$ cat config.mk
export PLATFORM = sky130hd
export DESIGN_NAME = bch_err_injector
export DESIGN_NICKNAME = d
export VERILOG_FILES = /design/src/rtl/bch_err_injector.sv
export SDC_FILE = /design/constraint.sdc
export NUM_CORES = 1
export LEC_CHECK = 0
export ABC_AREA = 1
export CAP_MARGIN = 5
export CELL_PAD_IN_SITES_DETAIL_PLACEMENT = 0
export CELL_PAD_IN_SITES_GLOBAL_PLACEMENT = 1
export CORE_AREA = 4 4 122 124
export DETAILED_ROUTE_END_ITERATION = 10
export DIE_AREA = 0 0 126 128
export HOLD_SLACK_MARGIN = 0.03
export PLACE_DENSITY_LB_ADDON = 0.1
export SLEW_MARGIN = 5
export SYNTH_ARGS = -nofsm -noshare
export SYNTH_HDL_FRONTEND = slang
export SYNTH_SLANG_ARGS = --single-unit
$ cat constraint.sdc
create_clock -name clk -period 1.8 [get_ports clk]
set_clock_uncertainty 0.05 [all_clocks]
set_input_delay 0.36 -clock clk [delete_from_list [all_inputs] [get_ports clk]]
set_output_delay 0.36 -clock clk [all_outputs]
set_load 0.02 [all_outputs]
$ cat src/rtl/bch_err_injector.sv
// bch_err_injector
//   Flips a runtime-selected number of distinct, pseudo-randomly chosen bit
//   positions in one CW_WIDTH-bit codeword. It sits between the BCH encoder
//   and the BCH decoder.
//
// Ports
//   clk, rstn          clock, asynchronous active-low reset
//   seed_load, seed    reload the LFSR (a seed of 0 selects LFSR_SEED)
//   in_valid/in_ready  codeword handshake; in_data and num_err are sampled on transfer
//   out_valid/out_ready result handshake; out_data, out_mask, out_err_cnt, out_timeout
//   busy               high whenever a word is in flight
module bch_err_injector #(
  parameter int unsigned CW_WIDTH  = 15,
  parameter int unsigned MAX_ERR   = 4,
  parameter int unsigned MAX_TRIES = 256,
  parameter logic [31:0] LFSR_SEED = 32'hA1B2C3D4,
  localparam int unsigned IDX_W    = $clog2(CW_WIDTH),
  localparam int unsigned NE_W     = $clog2(MAX_ERR + 1)
) (
  input  logic                clk,
  input  logic                rstn,
  input  logic                seed_load,
  input  logic [31:0]         seed,
  input  logic                in_valid,
  output logic                in_ready,
  input  logic [CW_WIDTH-1:0] in_data,
  input  logic [NE_W-1:0]     num_err,
  output logic                out_valid,
  input  logic                out_ready,
  output logic [CW_WIDTH-1:0] out_data,
  output logic [CW_WIDTH-1:0] out_mask,
  output logic [NE_W-1:0]     out_err_cnt,
  output logic                out_timeout,
  output logic                busy
);

  localparam int unsigned      TRY_W     = (MAX_TRIES > 1) ? $clog2(MAX_TRIES) : 1;
  localparam logic [IDX_W:0]   CW_LIM    = (IDX_W + 1)'(CW_WIDTH);
  localparam logic [NE_W-1:0]  MAX_NE    = NE_W'(MAX_ERR);
  localparam logic [TRY_W-1:0] LAST_TRY  = TRY_W'(MAX_TRIES - 1);
  localparam logic [31:0]      POLY_MASK = 32'h80200003;

  typedef enum logic [1:0] {S_IDLE, S_INJECT, S_OUT} state_t;

  state_t              state_q, state_d;
  logic [31:0]         lfsr_q, lfsr_d;
  logic [CW_WIDTH-1:0] word_q, word_d;
  logic [CW_WIDTH-1:0] mask_q, mask_d;
  logic [NE_W-1:0]     cnt_q, cnt_d;
  logic [NE_W-1:0]     target_q, target_d;
  logic [TRY_W-1:0]    tries_q, tries_d;
  logic                timeout_q, timeout_d;

  logic [IDX_W-1:0]    idx;
  logic                idx_ok;
  logic [CW_WIDTH-1:0] hit;
  logic                accept;
  logic [NE_W-1:0]     cnt_inc;

  // Galois LFSR runs every cycle regardless of state; a seed load wins.
  always_comb begin
    lfsr_d = {1'b0, lfsr_q[31:1]} ^ (lfsr_q[0] ? POLY_MASK : '0);
    if (seed_load) begin
      lfsr_d = (seed == '0) ? LFSR_SEED : seed;
    end
  end

  assign idx    = lfsr_q[IDX_W-1:0];
  assign idx_ok = ({1'b0, idx} < CW_LIM);

  // One-hot of the candidate position; all-zero when idx is out of range.
  always_comb begin
    hit = '0;
    for (int unsigned i = 0; i < CW_WIDTH; i++) begin
      if (idx_ok && (idx == IDX_W'(i))) begin
        hit[i] = 1'b1;
      end
    end
  end

  assign accept  = (|hit) && !(|(hit & mask_q));
  assign cnt_inc = cnt_q + NE_W'(1);

  always_comb begin
    state_d   = state_q;
    word_d    = word_q;
    mask_d    = mask_q;
    cnt_d     = cnt_q;
    target_d  = target_q;
    tries_d   = tries_q;
    timeout_d = timeout_q;
    unique case (state_q)
      S_IDLE: begin
        if (in_valid) begin
          word_d    = in_data;
          target_d  = (num_err > MAX_NE) ? MAX_NE : num_err;
          mask_d    = '0;
          cnt_d     = '0;
          tries_d   = '0;
          timeout_d = 1'b0;
          // Clamped target is zero exactly when num_err is zero (MAX_ERR >= 1).
          state_d   = (num_err == '0) ? S_OUT : S_INJECT;
        end
      end
      S_INJECT: begin
        tries_d = tries_q + TRY_W'(1);
        if (accept) begin
          word_d = word_q ^ hit;
          mask_d = mask_q | hit;
          cnt_d  = cnt_inc;
        end
        if (accept && (cnt_inc == target_q)) begin
          state_d = S_OUT;
        end else if (tries_q == LAST_TRY) begin
          state_d   = S_OUT;
          timeout_d = 1'b1;
        end
      end
      S_OUT: begin
        if (out_ready) begin
          state_d   = S_IDLE;
          timeout_d = 1'b0;
        end
      end
      default: state_d = S_IDLE;
    endcase
  end

  always_ff @(posedge clk or negedge rstn) begin
    if (!rstn) begin
      state_q   <= S_IDLE;
      lfsr_q    <= LFSR_SEED;
      word_q    <= '0;
      mask_q    <= '0;
      cnt_q     <= '0;
      target_q  <= '0;
      tries_q   <= '0;
      timeout_q <= 1'b0;
    end else begin
      state_q   <= state_d;
      lfsr_q    <= lfsr_d;
      word_q    <= word_d;
      mask_q    <= mask_d;
      cnt_q     <= cnt_d;
      target_q  <= target_d;
      tries_q   <= tries_d;
      timeout_q <= timeout_d;
    end
  end

  assign in_ready    = (state_q == S_IDLE);
  assign out_valid   = (state_q == S_OUT);
  assign busy        = (state_q != S_IDLE);
  assign out_data    = word_q;
  assign out_mask    = mask_q;
  assign out_err_cnt = cnt_q;
  assign out_timeout = timeout_q;

endmodule

==> flow_results.org, run 1 <==
** Yosys
- Compound-Gate Fraction of Synth Area :: 6.723%
- Among all flip-flop cells after synthesis, the most frequent one is sky130_fd_sc_hd__dfrtp_1.
- Summing the sequential cell areas from Yosys gives 43.24% of the chip area.
- Synth Area in Adders :: 1.626%
- Multiplexer cells account for 0% of the synthesized area.
- Summing every instance area after synthesis gives 0.004616 sq mm.
- The Yosys step of the flow raised 0 warnings.
- Proportion of register bits with asynchronous set or reset after synthesis :: 100.0%
- Of all cell types, the one taking the most synthesized area is sky130_fd_sc_hd__dfrtp_1.
- Combinational family with the most area after synthesis :: simple AND/OR/NAND/NOR gates
- The synthesized netlist devotes 0.7590% of its cell area to XOR and XNOR gates.
- Synth top area cells :: sky130_fd_sc_hd__dfrtp_1, sky130_fd_sc_hd__nand2_1, sky130_fd_sc_hd__dfstp_2
- After synthesis the netlist holds a flip-flop and latch count of 79.
- Syn Area/Cell :: 7.667 sq um
- Number of distinct standard cells referenced by the synthesized netlist :: 36
- Count of flip-flops with a built-in enable after synthesis :: 0
- Top-area cell type share of the netlist area :: 34.70%
- Synthesized netlist net count :: 663
- Post-synthesis simple-gate area fraction :: 39.09%
- Gate count after technology mapping :: 602

** Drt
- Overall via count from detail_route :: 4431
- Number of nets with antenna violations after routing :: 0
- Vias per cell :: 4.739
- Wires add up to 13380 microns.
- Before antenna repair, the detailed router went through 5 iterations.
- Dividing the detail-routed wire length by the instance count gives 14.31 microns.
- Number of DRC markers in iteration 0 :: 224
- After detailed routing, the number of remaining DRC violations is 0.

** Clock tree
- Clock-pin slew was measured on the worst setup and hold paths at 0.06 ns.
- The H-tree was split into 3 levels.
- TritonCTS built the clock tree.
- Cts bufs inserted :: 9
- Largest buffer count on any clock path :: 2
- Clock sink count :: 79
- Skew-Pair Late Insertion Delay :: 0.35 ns
- Buffer type at the clock tree root :: sky130_fd_sc_hd__clkbuf_16

** Critical path
- The endpoint identified for the worst register-to-register timing path is out_data[10].
- CP Max Fanout :: 13
- The worst setup path is launched from a flip-flop.
- Crit path from :: lfsr_q[0]
- STA classifies the critical path endpoint as a flip-flop.
- The setup check on the worst reg-to-reg path leaves a slack of -0.16 ns.
- The critical path is of the flip-flop to flip-flop type.
- Launch point of the worst reg-to-reg path :: lfsr_q[0]
- At the worst endpoint, the arrival time is 2.15 ns.
- Register-to-Register Path Depth :: 14
- For the worst setup path, the data required time is 1.99 ns.
- Last element of the critical path :: out_data[10]

** Place
- Routability-driven placement finished with a final weighted congestion of 0.8512.
- Post-detailed-placement half-perimeter wirelength :: 9690 microns
- Placement Setup Slack :: -0.3829 ns
- Total placed cells including tap cells :: 910
- Buffers placed on the I/O ports in this run total 91.
- Placement Cell Area :: 0.006160 sq mm

** STA
- Fin. max-slew vios :: 0
- Of the available clock period, the critical path in the final layout requires 109.1%.
- Setup repair after global routing could not meet its margin everywhere.
- For this run, the top clock speed supported by timing is 509.2 MHz.
- Final hold violations :: 0
- For the finished layout, the period the worst path requires is 1.964 ns.
- Setup TNS :: -4.840 ns
- Setup slack on the critical path of the routed design comes to -0.1640 ns.
- For the pin with the worst max-slew slack, the measured transition is 0.3619 ns.
- The worst pin sits at a relative slew slack of 75.87%.
- Worst slack on hold paths :: 0.3129 ns
- Setup violations remaining at the end of the flow were counted as 35.

** Global routing
- The number of global-route vias before repair is 4413.
- Initial antenna violation count :: 0
- Global routing finished with a remaining overflow of 0.
- In the global route stage, overall resource usage came out at 16.97%.
- Pin count of the biggest net entering global routing :: 47
- Wire length of the first global-routing pass :: 21960 microns

** Cells and area
- Number of diodes :: 0
- Final #Nets :: 811
- Registers take 0.001998 sq mm.
- The finished cells cover 0.006616 sq mm.
- Share of the core filled with cells in the final layout :: 48.04%
- Fraction of layout instances using a drive strength above 1 :: 24.64%
- Count of fill cells added during filler insertion :: 1468
- Finished Layout Cells :: 935
- Footprint of the multi-input gates :: 0.002346 sq mm
- Layout overhead on the synthesized area :: 43.35%

** Outcome
- The checks that failed: negative setup slack.
- The run finished, with violations left.

** Run
- The tool flagged a number of max-cap violations equal to 0.

** Power
- Net switching is 42.46% of the power.
- Sequential cells account for 29.9% of the total power.
- Maximum resistive drop on vdd :: 0.6751 mV
- The clock network burns 19.1% of the power.
- Int Power :: 5.203 mW
- The completed layout was analyzed and its total power is 9.042 mW.
- Pwr Density :: 1367 mW/mm^2
- Combinational share of power :: 51.0%
- Static Leakage :: 3.392 nW
- Reported net switching power :: 3.839 mW

** Floorplan
- Once the floorplan was initialized, standard cells occupied 33.51% of the core.
- Cell row count :: 43
- The die covers 0.01613 sq mm.
- Floorplan die width :: 126 microns
- Core outline area :: 0.01377 sq mm
- Die span in y :: 128 microns
- In this run the count of I/O pins placed on the die edge is 92.

** Min path
- In this run the worst hold path is classified as input pin to async pin.
[power by group through the flow]
| stage | clock network [mW] | logic (mW) | registers [mW] |
|---|---|---|---|
| 2_1_floorplan | 0 | 2.53 | 2.98 |
| 3_3_place_gp | 0 | 4.62 | 2.72 |
| 3_5_place_dp | 0 | 4.67 | 2.74 |
| 4_1_cts | 1.80 | 4.60 | 2.71 |
| 5_1_grt | 1.86 | 5.09 | 2.78 |
| 6_report | 1.72 | 4.61 | 2.71 |
[how the worst min path moves through the flow]
| stage | slack, ns | to | start | cells past startpoint |
|---|---|---|---|---|
| 2_1_floorplan | 0.01 | lfsr_q[0] | rstn | 0 |
| 3_3_place_gp | 0.12 | out_timeout | rstn | 1 |
| 3_5_place_dp | 0.12 | out_timeout | rstn | 1 |
| 4_1_cts | 0.30 | out_timeout | rstn | 2 |
| 5_1_grt | 0.33 | out_timeout | rstn | 2 |
| 6_report | 0.31 | out_timeout | rstn | 2 |
[synth_stat cells, types with 11 or more instances]
| library cell | count |
|---|---|
| sky130_fd_sc_hd__nor2_1 | 81 |
| sky130_fd_sc_hd__nand2_1 | 167 |
| sky130_fd_sc_hd__o21ai_0 | 12 |
| sky130_fd_sc_hd__nand3_2 | 30 |
| sky130_fd_sc_hd__inv_1 | 50 |
| sky130_fd_sc_hd__nand4_1 | 11 |
| sky130_fd_sc_hd__a21oi_1 | 27 |
| sky130_fd_sc_hd__dfrtp_1 | 64 |
| sky130_fd_sc_hd__clkbuf_1 | 11 |
| sky130_fd_sc_hd__dfstp_2 | 15 |
| sky130_fd_sc_hd__nand3_1 | 60 |
[per-layer routing]
layer,GRT usage (%),up-vias,share of wire (%)
li1,-,2236,-
met1,20.83,2076,44
met2,28.86,99,49
met3,4.708,20,5.0
met4,5.741,0,2.0
met5,0,-,0
[cells by family after synthesis]
logic type / count (synthesis)
xor+xnor: 4
compound gates: 54
fa+ha+maj: 6
flops: 79
buf+inv: 84
simple gates: 375
[what timing repair did]
action | in CTS | in global routing
gates resized for setup | 41 | 32
pin swaps | 0 | 10
gates cloned | 0 | 0
hold buffers | 1 | 0
hold endpoints to repair | 64 | 0
setup buffers | 2 | 6
endpoints found under the setup margin | 63 | 46
[state kept, by name, indices dropped and copies added, names as in the netlist]
signal,count
lfsr_q,32
out_data,15
out_err_cnt,3
out_mask,15
out_timeout,1
state_q,2
target_q,3
tries_q,8
[cells in the final DEF, fill, tap and decap left out, types with 3 or more instances in the layout]
cell type	Yosys	layout
sky130_fd_sc_hd__o21ai_1	0	3
sky130_fd_sc_hd__nor2_1	81	74
sky130_fd_sc_hd__dfstp_2	15	15
sky130_fd_sc_hd__clkbuf_16	0	9
sky130_fd_sc_hd__nor2_2	2	7
sky130_fd_sc_hd__a22oi_1	3	3
sky130_fd_sc_hd__nand3_1	60	54
sky130_fd_sc_hd__nand2_2	2	6
sky130_fd_sc_hd__inv_1	50	45
sky130_fd_sc_hd__or2_2	9	9
sky130_fd_sc_hd__o31ai_1	6	6
sky130_fd_sc_hd__nor4_1	3	3
sky130_fd_sc_hd__dlygate4sd2_1	0	26
sky130_fd_sc_hd__o21ai_0	12	8
sky130_fd_sc_hd__dfrtp_1	64	62
sky130_fd_sc_hd__ha_4	0	4
sky130_fd_sc_hd__buf_12	3	6
sky130_fd_sc_hd__nand3_2	30	36
sky130_fd_sc_hd__buf_4	5	66
sky130_fd_sc_hd__a21oi_1	27	27
sky130_fd_sc_hd__nand4_1	11	11
sky130_fd_sc_hd__clkdlybuf4s50_1	0	55
sky130_fd_sc_hd__nand2_1	167	163
sky130_fd_sc_hd__nor3_1	3	3
sky130_fd_sc_hd__nor2_4	2	4
sky130_fd_sc_hd__dlymetal6s2s_1	0	8
sky130_fd_sc_hd__inv_2	3	6
sky130_fd_sc_hd__buf_6	0	3
sky130_fd_sc_hd__xnor2_1	3	3
[critical path: stages, from the launching register on]
cell,delay (ns)
sky130_fd_sc_hd__dfrtp_2,0.47
sky130_fd_sc_hd__ha_4,0.21
sky130_fd_sc_hd__buf_4,0.14
sky130_fd_sc_hd__nor2_4,0.04
sky130_fd_sc_hd__nand3_1,0.06
sky130_fd_sc_hd__nand2_1,0.06
sky130_fd_sc_hd__nor2_2,0.11
sky130_fd_sc_hd__nand2_2,0.08
sky130_fd_sc_hd__nor2_4,0.12
sky130_fd_sc_hd__nand2_4,0.08
sky130_fd_sc_hd__nand2_8,0.08
sky130_fd_sc_hd__nand2_8,0.07
sky130_fd_sc_hd__buf_12,0.16
sky130_fd_sc_hd__nand3_2,0.06
sky130_fd_sc_hd__nand2_1,0.05
[cell type report]
class                      count  share of cell area, %
clock buffer                  11                  3.669
clock inverter                 5                 0.5106
inverter                      54                  3.139
multi-input combinational    439                  35.46
sequential                    79                  30.20
tap                          180                  3.404
timing repair buffer         167                  23.62
No activity file was read; power rests on OpenSTA's default activity.
==> inputs of run 2 (changes only) <==
Settings changed: ABC_CLOCK_PERIOD_IN_PS set to 1800.
==> results of run 2 <==
Same layout as run 1: the final DEF is identical, and so are final timing and power.
